### config.mk
export PLATFORM = sky130hd
export DESIGN_NAME = note_sprite_blitter_flat
export DESIGN_NICKNAME = d
export VERILOG_FILES = /design/src/rtl/taiko_draw_pkg.sv /design/src/rtl/note_sprite_blitter_if.sv /design/src/rtl/sprite_raster_counter.sv /design/src/rtl/note_sprite_blitter.sv /design/src/flat_wrapper.sv
export SDC_FILE = /design/constraint.sdc
export NUM_CORES = 1
export LEC_CHECK = 0
export CORE_ASPECT_RATIO = 2
export CORE_MARGIN = 10
export CORE_UTILIZATION = 30
export DETAILED_ROUTE_END_ITERATION = 10
export SETUP_SLACK_MARGIN = 0.05
export SKIP_LAST_GASP = 1
export SYNTH_ARGS = -nofsm -noshare
export SYNTH_HDL_FRONTEND = slang
export SYNTH_SLANG_ARGS = --single-unit
### constraint.sdc
create_clock -name CLK -period 4.4 [get_ports CLK]
set_input_delay 0.88 -clock CLK [delete_from_list [all_inputs] [get_ports CLK]]
set_output_delay 0.88 -clock CLK [all_outputs]
set_load 0.01 [all_outputs]
### src/rtl/taiko_draw_pkg.sv
// Shared encodings for the note lane draw path.
// Sprite kinds, sizes, ROM selects and walker states.
package taiko_draw_pkg;

    localparam int SMALL_DIM = 9;
    localparam int BIG_DIM   = 13;
    localparam int DIM_W     = 4;
    localparam int ADDR_W    = 8;

    localparam logic [2:0] KIND_ERASE  = 3'd0;
    localparam logic [2:0] KIND_RED_S  = 3'd1;
    localparam logic [2:0] KIND_BLUE_S = 3'd2;
    localparam logic [2:0] KIND_RED_B  = 3'd3;
    localparam logic [2:0] KIND_BLUE_B = 3'd4;

    localparam logic [1:0] ROM_RED_S  = 2'd0;
    localparam logic [1:0] ROM_BLUE_S = 2'd1;
    localparam logic [1:0] ROM_RED_B  = 2'd2;
    localparam logic [1:0] ROM_BLUE_B = 2'd3;

    typedef enum logic [1:0] {
        ST_IDLE,
        ST_WALK,
        ST_DRAIN,
        ST_FLUSH
    } state_e;

    typedef struct packed {
        logic             valid;
        logic             erase;
        logic [DIM_W-1:0] col;
        logic [DIM_W-1:0] row;
    } pix_t;

    // Kinds 5..7 fall through to erase.
    function automatic logic kind_is_erase(
        input logic [2:0] k
    );
        return !(k == KIND_RED_S  ||
                 k == KIND_BLUE_S ||
                 k == KIND_RED_B  ||
                 k == KIND_BLUE_B);
    endfunction

    function automatic logic [DIM_W-1:0] kind_dim(
        input logic [2:0] k
    );
        unique case (1'b1)
            (k == KIND_RED_S),
            (k == KIND_BLUE_S):
                return DIM_W'(SMALL_DIM);
            default:
                return DIM_W'(BIG_DIM);
        endcase
    endfunction

    function automatic logic [1:0] kind_rom_sel(
        input logic [2:0] k
    );
        unique case (1'b1)
            (k == KIND_BLUE_S): return ROM_BLUE_S;
            (k == KIND_RED_B):  return ROM_RED_B;
            (k == KIND_BLUE_B): return ROM_BLUE_B;
            default:            return ROM_RED_S;
        endcase
    endfunction

endpackage

### src/rtl/note_sprite_blitter_if.sv
// Draw request, face ROM port and VGA plot port of the blitter.
// master: draw FSM / ROMs / VGA side; slave: the blitter.
interface note_sprite_blitter_if #(
    parameter int NUM_SLOTS = 15,
    parameter int X_W       = 8,
    parameter int Y_W       = 7,
    parameter int COLOUR_W  = 3,
    parameter int SLOT_W    = $clog2(NUM_SLOTS)
);
    logic                     start;
    logic [SLOT_W-1:0]        slot;
    logic [NUM_SLOTS*X_W-1:0] slot_x;
    logic [NUM_SLOTS*3-1:0]   slot_kind;
    logic [COLOUR_W-1:0]      bg_colour;
    logic [1:0]               rom_sel;
    logic [7:0]               rom_addr;
    logic [COLOUR_W-1:0]      rom_data;
    logic [X_W-1:0]           out_x;
    logic [Y_W-1:0]           out_y;
    logic [COLOUR_W-1:0]      out_colour;
    logic                     plot;
    logic                     busy;
    logic                     done;

    modport master (
        output start, slot, slot_x, slot_kind,
        output bg_colour, rom_data,
        input  rom_sel, rom_addr,
        input  out_x, out_y, out_colour,
        input  plot, busy, done
    );

    modport slave (
        input  start, slot, slot_x, slot_kind,
        input  bg_colour, rom_data,
        output rom_sel, rom_addr,
        output out_x, out_y, out_colour,
        output plot, busy, done
    );
endinterface

### src/rtl/sprite_raster_counter.sv
// Square raster walker: col/row/linear address without a multiplier.
// The address simply counts, so it always equals row*dim+col.
module sprite_raster_counter
    import taiko_draw_pkg::*;
(
    input  logic              CLK,
    input  logic              reset,
    input  logic              clear,
    input  logic              step,
    input  logic [DIM_W-1:0]  dim,
    output logic [DIM_W-1:0]  col,
    output logic [DIM_W-1:0]  row,
    output logic [ADDR_W-1:0] addr,
    output logic              last
);
    logic [DIM_W-1:0] dim_m1;

    assign dim_m1 = dim - DIM_W'(1);
    assign last   = (col == dim_m1) && (row == dim_m1);

    always_ff @(posedge CLK or posedge reset) begin
        if (reset) begin
            col  <= '0;
            row  <= '0;
            addr <= '0;
        end else if (clear) begin
            col  <= '0;
            row  <= '0;
            addr <= '0;
        end else if (step) begin
            addr <= addr + ADDR_W'(1);
            if (col == dim_m1) begin
                col <= '0;
                row <= row + DIM_W'(1);
            end else begin
                col <= col + DIM_W'(1);
            end
        end
    end
endmodule

### src/rtl/note_sprite_blitter.sv
// Note lane sprite engine: walks one slot's sprite raster and emits
// one clipped, colour-keyed plot per cycle behind a 1-cycle ROM.
module note_sprite_blitter
    import taiko_draw_pkg::*;
#(
    parameter int NUM_SLOTS = 15,
    parameter int X_W       = 8,
    parameter int Y_W       = 7,
    parameter int COLOUR_W  = 3,
    parameter int LANE_Y    = 110,
    parameter logic [COLOUR_W-1:0] TRANSPARENT_KEY = '0,
    parameter int SLOT_W    = $clog2(NUM_SLOTS)
) (
    input logic CLK,
    input logic reset,
    note_sprite_blitter_if.slave bus
);
    state_e state, state_nxt;
    logic   accept, step;

    logic [X_W-1:0]   sel_x, x_q;
    logic [2:0]       sel_kind, kind_q;
    logic [DIM_W-1:0] dim_q;

    logic [DIM_W-1:0]  col, row;
    logic [ADDR_W-1:0] addr;
    logic              last;

    pix_t s1;

    logic [X_W:0]          x_sum;
    logic [Y_W:0]          y_sum;
    logic                  clip, opaque;
    logic [X_W-1:0]        x_r;
    logic [Y_W-1:0]        y_r;
    logic [COLOUR_W-1:0]   c_r;
    logic                  plot_r, done_r;

    always_comb begin
        sel_x    = '0;
        sel_kind = '0;
        for (int i = 0; i < NUM_SLOTS; i++) begin
            if (bus.slot == SLOT_W'(i)) begin
                sel_x    = bus.slot_x[i*X_W +: X_W];
                sel_kind = bus.slot_kind[i*3 +: 3];
            end
        end
    end

    always_ff @(posedge CLK or posedge reset) begin
        if (reset) state <= ST_IDLE;
        else       state <= state_nxt;
    end

    always_comb begin
        state_nxt = state;
        accept    = 1'b0;
        step      = 1'b0;
        unique case (state)
            ST_IDLE: begin
                if (bus.start &&
                    32'(bus.slot) < NUM_SLOTS) begin
                    accept    = 1'b1;
                    state_nxt = ST_WALK;
                end
            end
            ST_WALK: begin
                step = 1'b1;
                if (last) state_nxt = ST_DRAIN;
            end
            ST_DRAIN: state_nxt = ST_FLUSH;
            ST_FLUSH: state_nxt = ST_IDLE;
            default:  state_nxt = ST_IDLE;
        endcase
    end

    always_ff @(posedge CLK or posedge reset) begin
        if (reset) begin
            x_q    <= '0;
            kind_q <= '0;
            dim_q  <= '0;
        end else if (accept) begin
            x_q    <= sel_x;
            kind_q <= sel_kind;
            dim_q  <= kind_dim(sel_kind);
        end
    end

    sprite_raster_counter u_raster (
        .CLK   (CLK),
        .reset (reset),
        .clear (accept),
        .step  (step),
        .dim   (dim_q),
        .col   (col),
        .row   (row),
        .addr  (addr),
        .last  (last)
    );

    // Stage 1 lines the pixel position up with the ROM read latency.
    always_ff @(posedge CLK or posedge reset) begin
        if (reset) begin
            s1 <= '0;
        end else begin
            s1.valid <= (state == ST_WALK);
            s1.erase <= kind_is_erase(kind_q);
            s1.col   <= col;
            s1.row   <= row;
        end
    end

    assign x_sum  = {1'b0, x_q} + (X_W+1)'(s1.col);
    assign y_sum  = (Y_W+1)'(LANE_Y) + (Y_W+1)'(s1.row);
    assign clip   = x_sum[X_W] | y_sum[Y_W];
    assign opaque = s1.erase |
                    (bus.rom_data != TRANSPARENT_KEY);

    always_ff @(posedge CLK or posedge reset) begin
        if (reset) begin
            x_r    <= '0;
            y_r    <= '0;
            c_r    <= '0;
            plot_r <= 1'b0;
            done_r <= 1'b0;
        end else begin
            plot_r <= s1.valid & ~clip & opaque;
            done_r <= (state == ST_FLUSH);
            if (s1.valid) begin
                x_r <= x_sum[X_W-1:0];
                y_r <= y_sum[Y_W-1:0];
                c_r <= s1.erase ? bus.bg_colour
                                : bus.rom_data;
            end
        end
    end

    assign bus.rom_addr   = addr;
    assign bus.rom_sel    = kind_rom_sel(kind_q);
    assign bus.out_x      = x_r;
    assign bus.out_y      = y_r;
    assign bus.out_colour = c_r;
    assign bus.plot       = plot_r;
    assign bus.done       = done_r;
    assign bus.busy       = (state != ST_IDLE);
endmodule

### src/flat_wrapper.sv
// flat-port wrapper written by rule: the top's interface ports become plain ports
module note_sprite_blitter_flat import taiko_draw_pkg::*;
#(
    parameter int NUM_SLOTS = 15,
    parameter int X_W       = 8,
    parameter int Y_W       = 7,
    parameter int COLOUR_W  = 3,
    parameter int LANE_Y    = 110,
    parameter logic [COLOUR_W-1:0] TRANSPARENT_KEY = '0,
    parameter int SLOT_W    = $clog2(NUM_SLOTS)
)
  (CLK, reset, bus_start, bus_slot, bus_slot_x, bus_slot_kind, bus_bg_colour, bus_rom_data, bus_rom_sel, bus_rom_addr, bus_out_x, bus_out_y, bus_out_colour, bus_plot, bus_busy, bus_done);
  note_sprite_blitter_if #(.NUM_SLOTS(NUM_SLOTS), .X_W(X_W), .Y_W(Y_W), .COLOUR_W(COLOUR_W), .SLOT_W(SLOT_W)) bus_i ();
  input logic CLK;
  input logic reset;
  input wire logic [$bits(bus_i.start)-1:0] bus_start;
  input wire logic [$bits(bus_i.slot)-1:0] bus_slot;
  input wire logic [$bits(bus_i.slot_x)-1:0] bus_slot_x;
  input wire logic [$bits(bus_i.slot_kind)-1:0] bus_slot_kind;
  input wire logic [$bits(bus_i.bg_colour)-1:0] bus_bg_colour;
  input wire logic [$bits(bus_i.rom_data)-1:0] bus_rom_data;
  output wire logic [$bits(bus_i.rom_sel)-1:0] bus_rom_sel;
  output wire logic [$bits(bus_i.rom_addr)-1:0] bus_rom_addr;
  output wire logic [$bits(bus_i.out_x)-1:0] bus_out_x;
  output wire logic [$bits(bus_i.out_y)-1:0] bus_out_y;
  output wire logic [$bits(bus_i.out_colour)-1:0] bus_out_colour;
  output wire logic [$bits(bus_i.plot)-1:0] bus_plot;
  output wire logic [$bits(bus_i.busy)-1:0] bus_busy;
  output wire logic [$bits(bus_i.done)-1:0] bus_done;
  assign bus_i.start = bus_start;
  assign bus_i.slot = bus_slot;
  assign bus_i.slot_x = bus_slot_x;
  assign bus_i.slot_kind = bus_slot_kind;
  assign bus_i.bg_colour = bus_bg_colour;
  assign bus_i.rom_data = bus_rom_data;
  assign bus_rom_sel = bus_i.rom_sel;
  assign bus_rom_addr = bus_i.rom_addr;
  assign bus_out_x = bus_i.out_x;
  assign bus_out_y = bus_i.out_y;
  assign bus_out_colour = bus_i.out_colour;
  assign bus_plot = bus_i.plot;
  assign bus_busy = bus_i.busy;
  assign bus_done = bus_i.done;
  note_sprite_blitter #(.NUM_SLOTS(NUM_SLOTS), .X_W(X_W), .Y_W(Y_W), .COLOUR_W(COLOUR_W), .LANE_Y(LANE_Y), .TRANSPARENT_KEY(TRANSPARENT_KEY), .SLOT_W(SLOT_W)) u_core (.CLK(CLK), .reset(reset), .bus(bus_i));
endmodule
==> qor.txt, run 1 <==
Slew HR: 42.8%
Fmax: 0.353 GHz
Part of the power in combinational logic: 42.0%
Critical path data required time: 4620 ps
Largest net degree at the start of global routing: 69
Sequential Power Share: 34.5%
Final setup fails: 0
Global-route wire length before repair: 26700 um
Vias in the first global route: 4991
Most frequent cells in the layout: 206 x clkdlybuf4s50_1, 60 x dfrtp_1, 45 x nor2_1, 33 x nand2_1, 33 x o21ai_0
Most used flip-flop cell after synthesis: dfrtp_1
Area leader, netlist: dfrtp_1
Worst vdd ir: 155 uV
CP peak stage delay: 560 ps
Hold_sp: u_core.u_raster.row[3]
DRC: 0
Post-synth EDFFs: 0
Worst R2R End: u_core.state[1]
M1 wire length: 5590 um
Post-DP HPWL: 14600 um
Max Used Layer: met4
Layout cells sized above 1: 8.48%
Number of synthesized register bits: 60
Maxcap violations: 0
Syn Nets: 671
Cell family with most CP delay: compound AO/OA/AOI/OAI gates
GPL Wtd Cong: 0.849
Synth Warn #: 0
Sw Share: 34.0%
Row cnt: 62
Clock sink total: 60
Arrival time at the worst endpoint: 3050 ps
Post-Syn Area per Cell: 9.22 um2
Final Max Slew Viols: 0
Worst min path class: reg -> reg
CP endpoint kind: flop
Initial antenna violation count: 5
Tmin final: 2830 ps
Most common cell after layout, fill and taps aside: clkdlybuf4s50_1
Unrepaired setup endpoints after global routing: false
Startpoint type of the worst setup path: input pin
I/O Buffers: 208
Total GRT Usage: 16.6%
CTS root buf: clkbuf_16
WL per Instance: 19.8 um
Clock Power Share: 23.5%
Seq/Total Area, Yosys: 34.1%
CP Buf/Inv Count: 1
Core footprint: 14400 um2
Slew @ Worst Pin: 858 ps
Syn Std Cell Area: 4410 um2
Hold path cells: 0
Pwr dens: 391 nW/um2
Mapped Cells: 478
Switch Pwr: 917 uW
First-pass detailed-route iteration total: 4
Worst-path cell chain: clkdlybuf4s50_1 -> nand2_1 -> o31ai_1 -> or2_1 -> a21oi_1 -> a311oi_1
GRT Residual Overflow: 0
Number of nets in the layout: 860
Initial core utilization: 30.6%
Ranking of synthesized cells by area: dfrtp_1 34%, mux4_2 7.7%, mux2i_1 5.0%
Endpoints failing hold: 0
FF-to-FF Start: u_core.dim_q[0]
Maximum clock path buffer count: 2
Worst Hold End: u_core.s1[3]
CTS resizes: 0
Met3 Wirelength: 1160 um
Post-synthesis cell type count: 63
Leakage: 2.79 nW
Total Wirelength: 17200 um
WL met2: 9810 um
Setup CP Type: in -> reg
Detail Route Antenna Nets: 0
DR iter-0 viols: 192
Clock tree from TritonCTS: built
CP max FO: 19
Hold_buf cts: 0
Status: finished clean
Layout Utilization: 47.8%
Post-route setup TNS: 0 ps
Internal: 1.78 mW
Clk_skew: 4.22 ps
Worst-Skew Late Latency: 320 ps
Total number of vias: 4421
Num CTS Buffers: 9
Top cell type's share of synthesized area: 34.1%
Async SR Flop Fraction: 100%
Vias per Instance: 5.09
CP max stage cell: or2_1
Die area: 20200 um2
Die H: 191 um
H-tree levels: 3
Layout area overhead: 56.4%
IO Count: 209
Tcrit/Tclk final: 64.3%
Cells on worst reg2reg path: 7
Setup Buffers After CTS: 0
Clock transition at path regs: 50 ps
Reg2reg setup slack: 2280 ps
Die width: 106 um
layer usage:
layer / up-vias / global-route usage [%]
met5: - / 0
met4: 0 / 8.38
met3: 30 / 4.65
met2: 170 / 32.9
met1: 2096 / 14.5
li1: 2125 / -
worst register-to-register path, stage by stage, from the launching register on:
cell and delay [ps]:
dfrtp_1 370, inv_1 80, ha_1 330, xor2_1 160, a211oi_2 330, nand4_1 170, a22o_1 270, mux2_4 300
registers in the layout (all words and copies together), names as in the netlist:
register and flops:
u_core.dim_q 2, u_core.kind_q 3, u_core.bus.plot 1, u_core.bus.out_colour 3, u_core.u_raster.row 4, u_core.s1 10
u_core.u_raster.addr 8, u_core.bus.out_y 6, u_core.u_raster.col 4, u_core.state 2, u_core.bus.out_x 8, u_core.bus.done 1
u_core.x_q 8
worst max-delay path by stage:
stage / cells past startpoint / to / slack, ps / startpoint
global route: 6 / u_core.x_q[0] / 1350 / bus_slot[2]
finish: 6 / u_core.x_q[0] / 1570 / bus_slot[2]
global placement: 6 / u_core.x_q[0] / 1340 / bus_slot[2]
CTS: 6 / u_core.x_q[0] / 1580 / bus_slot[2]
floorplan: 7 / u_core.x_q[5] / 1990 / bus_slot[1]
detailed placement: 8 / u_core.dim_q[2] / 1290 / bus_slot[2]
area by class of cell:
cell class | instances | area [um2]
Fill cell | 1447 | 7530
Multi-Input combinational cell | 358 | 2630
Timing Repair Buffer | 216 | 2140
Sequential cell | 60 | 1500
Clock buffer | 11 | 243
Tap cell | 192 | 240
Inverter | 22 | 82.6
Clock inverter | 5 | 37.5
Antenna cell | 5 | 12.5
power by group through the flow:
stage | sequential [mW] | clock [mW] | combinational (mW)
detailed placement | 0.947 | 0 | 1.16
floorplan | 0.909 | 0 | 0.630
global placement | 0.939 | 0 | 1.13
finish | 0.931 | 0.635 | 1.13
CTS | 0.938 | 0.653 | 1.16
global route | 0.964 | 0.676 | 1.25
cell usage after synthesis, types with 2 or more instances:
cell      count
xnor2_1      10
o21ai_1       9
o311ai_1      2
or3_1         2
a21oi_1      29
buf_4         3
a31oi_1       8
a211oi_1      5
or2_1         2
nand4_1       5
buf_6         2
o22ai_1       7
a22oi_1       5
a22o_1        5
ha_1         14
and3b_1       2
dfrtp_1      60
nor3_1        6
a221o_1       2
nand3_1      10
mux2i_1      22
and3_1        2
nand2_1      33
buf_2        19
clkbuf_1     13
xor2_1       13
and2_1        3
or3b_1        3
inv_1        21
nor2_1       45
a311oi_1      2
mux4_2       15
mux2_1        4
o21ai_0      33
nand3b_1      2
nor2b_1       7
o221ai_1      3
mux2_2       11
a221oi_1      4
o31ai_1       2
o211ai_1      3
nand2b_1      9
kinds of logic (layout without fill, tap and decap cells):
group                      after synthesis  count (layout)  synth area share (%)
buffers and inverters                   60             254                  6.24
DFF                                     60              60                  34.1
other                                    0               5                     0
xor gates and xnor gates                23              23                  4.57
muxes                                   53              53                  16.8
adders and majority gates               15              15                  4.43
AOI/OAI and AO/OA                      133             133                  19.3
and+or+nand+nor                        134             134                  14.6
metrics by stage:
stage | power [mW] | worst slack [ps] | hold WS [ps] | instance area (um2) | std cells
2_1_floorplan | 1.54 | 1990 | 406 | 4410 | 478
3_3_place_gp | 2.07 | 1340 | 431 | 6600 | 848
3_5_place_dp | 2.10 | 1290 | 433 | 6600 | 848
4_1_cts | 2.75 | 1580 | 446 | 6880 | 864
5_1_grt | 2.89 | 1350 | 463 | 6890 | 869
6_report | 2.70 | 1570 | 446 | 6890 | 869
No activity file was read; power rests on OpenSTA's default activity.
==> run 2, diff against run 1 <==
==> constraint.sdc (replaced) <==
create_clock -name CLK -period 2.49 [get_ports CLK]
set_input_delay 0.498 -clock CLK [delete_from_list [all_inputs] [get_ports CLK]]
set_output_delay 0.498 -clock CLK [all_outputs]
set_load 0.01 [all_outputs]
==> run 2 against run 1 <==
Power grew 90%. Clock skew increased by 1.7 ps. Critical endpoint is now u_core.u_raster.addr[7]. Global-route usage rose by 0.33 points. Via count up 2.0%. Largest power group unchanged. Cell area up 3.8%. Final cell count is 2.3% higher. Highest routed layer unchanged. Largest cell class unchanged. Hold slack better by 8.2 ps. Non-clock buffer count increased by 23.
==> qor.txt, run 2 (synthesis gave the netlist of run 1 again) <==
FF-to-FF Start: u_core.dim_q[0]
Clock tree from TritonCTS: built
Hold_buf cts: 0 (unchanged)
Fmax: 0.453 GHz
DRC: 0 (unchanged)
Hold_sp: u_core.u_raster.row[3]
First-pass detailed-route iteration total: 5 (+1)
Layout Utilization: 49.6% (+1.8 points)
Finished Cell Area: 7160 um2 (+3.8%)
Leakage: 2.95 nW (+5.8%)
Most common cell after layout, fill and taps aside: clkdlybuf4s50_1
Startpoint type of the worst setup path: input pin
WL per Instance: 19.4 um (-1.7%)
Die area: 20200 um2 (unchanged)
Maxcap violations: 0 (unchanged)
Final Max Slew Viols: 0 (unchanged)
Most frequent cells in the layout: 206 x clkdlybuf4s50_1, 60 x dfrtp_1, 45 x nor2_1, 33 x nand2_1, 33 x o21ai_0
Initial core utilization: 30.6% (unchanged)
Maximum clock path buffer count: 2 (unchanged)
Worst-Skew Late Latency: 320 ps (about the same)
Tcrit/Tclk final: 88.7%
Worst vdd ir: 319 uV (+110%)
Detail Route Antenna Nets: 0 (unchanged)
Worst min path class: reg -> reg
Row cnt: 62 (unchanged)
Slew HR: 31.7% (-11 points)
Number of nets in the layout: 883 (+2.7%)
I/O Buffers: 208 (unchanged)
Vias per Instance: 5.07 (-0.28%)
CP endpoint kind: flop
Global-route wire length before repair: 27300 um (+2.3%)
Post-DP HPWL: 15000 um (+2.4%)
DP Area: 6800 um2 (+3.0%)
Total Wirelength: 17300 um (+0.55%)
Die H: 191 um (unchanged)
Pwr dens: 717 nW/um2 (+83%)
Clock transition at path regs: 50 ps (about the same)
Layout area overhead: 62.3%
Num CTS Buffers: 9 (unchanged)
Total GRT Usage: 17.0% (+0.33 points)
Die width: 106 um (unchanged)
Vias in the first global route: 5156 (+3.3%)
Clk_skew: 5.91 ps (+1.69 ps)
H-tree levels: 3 (unchanged)
Setup Buffers After CTS: 0 (unchanged)
Layout cells sized above 1: 11.5% (+3.0 points)
CTS resizes: 0 (unchanged)
GRT Residual Overflow: 0 (unchanged)
Setup CP Type: in -> reg
Critical path data required time: 2700 ps (-1920 ps)
CP max FO: 15 (-4)
GPL Wtd Cong: 0.865 (+1.9%)
CTS root buf: clkbuf_16
Arrival time at the worst endpoint: 2420 ps (-630 ps)
Slew @ Worst Pin: 1020 ps (+164 ps)
Total number of vias: 4510 (+2.0%)
Top reg by flops: u_core.s1
Status: finished clean
Crit. Startpoint: bus_slot[3]
Unrepaired setup endpoints after global routing: false
Initial antenna violation count: 2 (-3)
Largest net degree at the start of global routing: 61 (-12%)
Final setup fails: 0 (unchanged)
Total power: 5.13 mW (+90%)
Core footprint: 14400 um2 (unchanged)
Placed Cells: 871 (+2.7%)
DR iter-0 viols: 184 (-4.2%)
Endpoints failing hold: 0 (unchanged)
Final hold slack: 455 ps (+8.17 ps)
Number of flip-flops under the largest register name: 10 (unchanged)
IO Count: 209 (unchanged)
Tmin final: 2210 ps
Final Non-Filler Cells: 889 (+2.3%)
Clock sink total: 60 (unchanged)
[run 2: report_power, final]
| part | switching, mW | internal (mW) |
|---|---|---|
| logic | 0.881 | 1.18 |
| registers | 0.331 | 1.31 |
| clock network | 0.401 | 1.03 |
[run 2: critical path, stage by stage]
cell             delay, ps
clkdlybuf4s50_1        520
nand2_1                150
o31ai_1                 90
nor2_1                 780
buf_4                  300
nor2_1                  60
[run 2: area by class of cell]
cell class	count	area (um2)
diodes	2	5.00
inverters	22	82.6
repair buffers	239	2340
clock buffers	12	256
multi-input cells	358	2630
well taps	192	240
clock inverters	4	95.1
fillers	1405	7270
flip-flops and latches	60	1500
[run 2: path summary, 6_finish.rpt]
kind	end	slack, ps	cells past startpoint
hold / removal	u_core.s1[3]	450	0
min in group asynchronous	u_core.u_raster.addr[4]	540	3
hold reg to reg	u_core.s1[3]	450	0
setup reg to reg	u_core.state[1]	430	7
setup / recovery	u_core.u_raster.addr[7]	280	6
max in group asynchronous	u_core.bus.out_x[4]	1670	3
[run 2: per-stage QoR]
stage,setup WS [ps],setup TNS [ps]
4_1_cts,261,0
2_1_floorplan,465,0
3_5_place_dp,-34.2,-243
6_report,282,0
5_1_grt,123,0
3_3_place_gp,-20.8,-20.8
[run 2: metal layers]
layer | track usage, % | routed length, um | up-vias
met2 | 32.7 | 9880 | 189
met4 | 8.53 | 562 | 0
met5 | 0 | 0 | -
met3 | 5.63 | 1330 | 28
met1 | 15.0 | 5510 | 2123
li1 | - | - | 2170
==> run 3, diff against run 2 <==
--- a/config.mk
+++ b/config.mk
@@ -5,6 +5,7 @@
 export SDC_FILE = /design/constraint.sdc
 export NUM_CORES = 1
 export LEC_CHECK = 0
+export CAP_MARGIN = 20
 export CORE_ASPECT_RATIO = 2
 export CORE_MARGIN = 10
 export CORE_UTILIZATION = 30
==> results of run 3 <==
Same layout as run 2: the final DEF is identical, and so are final timing and power.
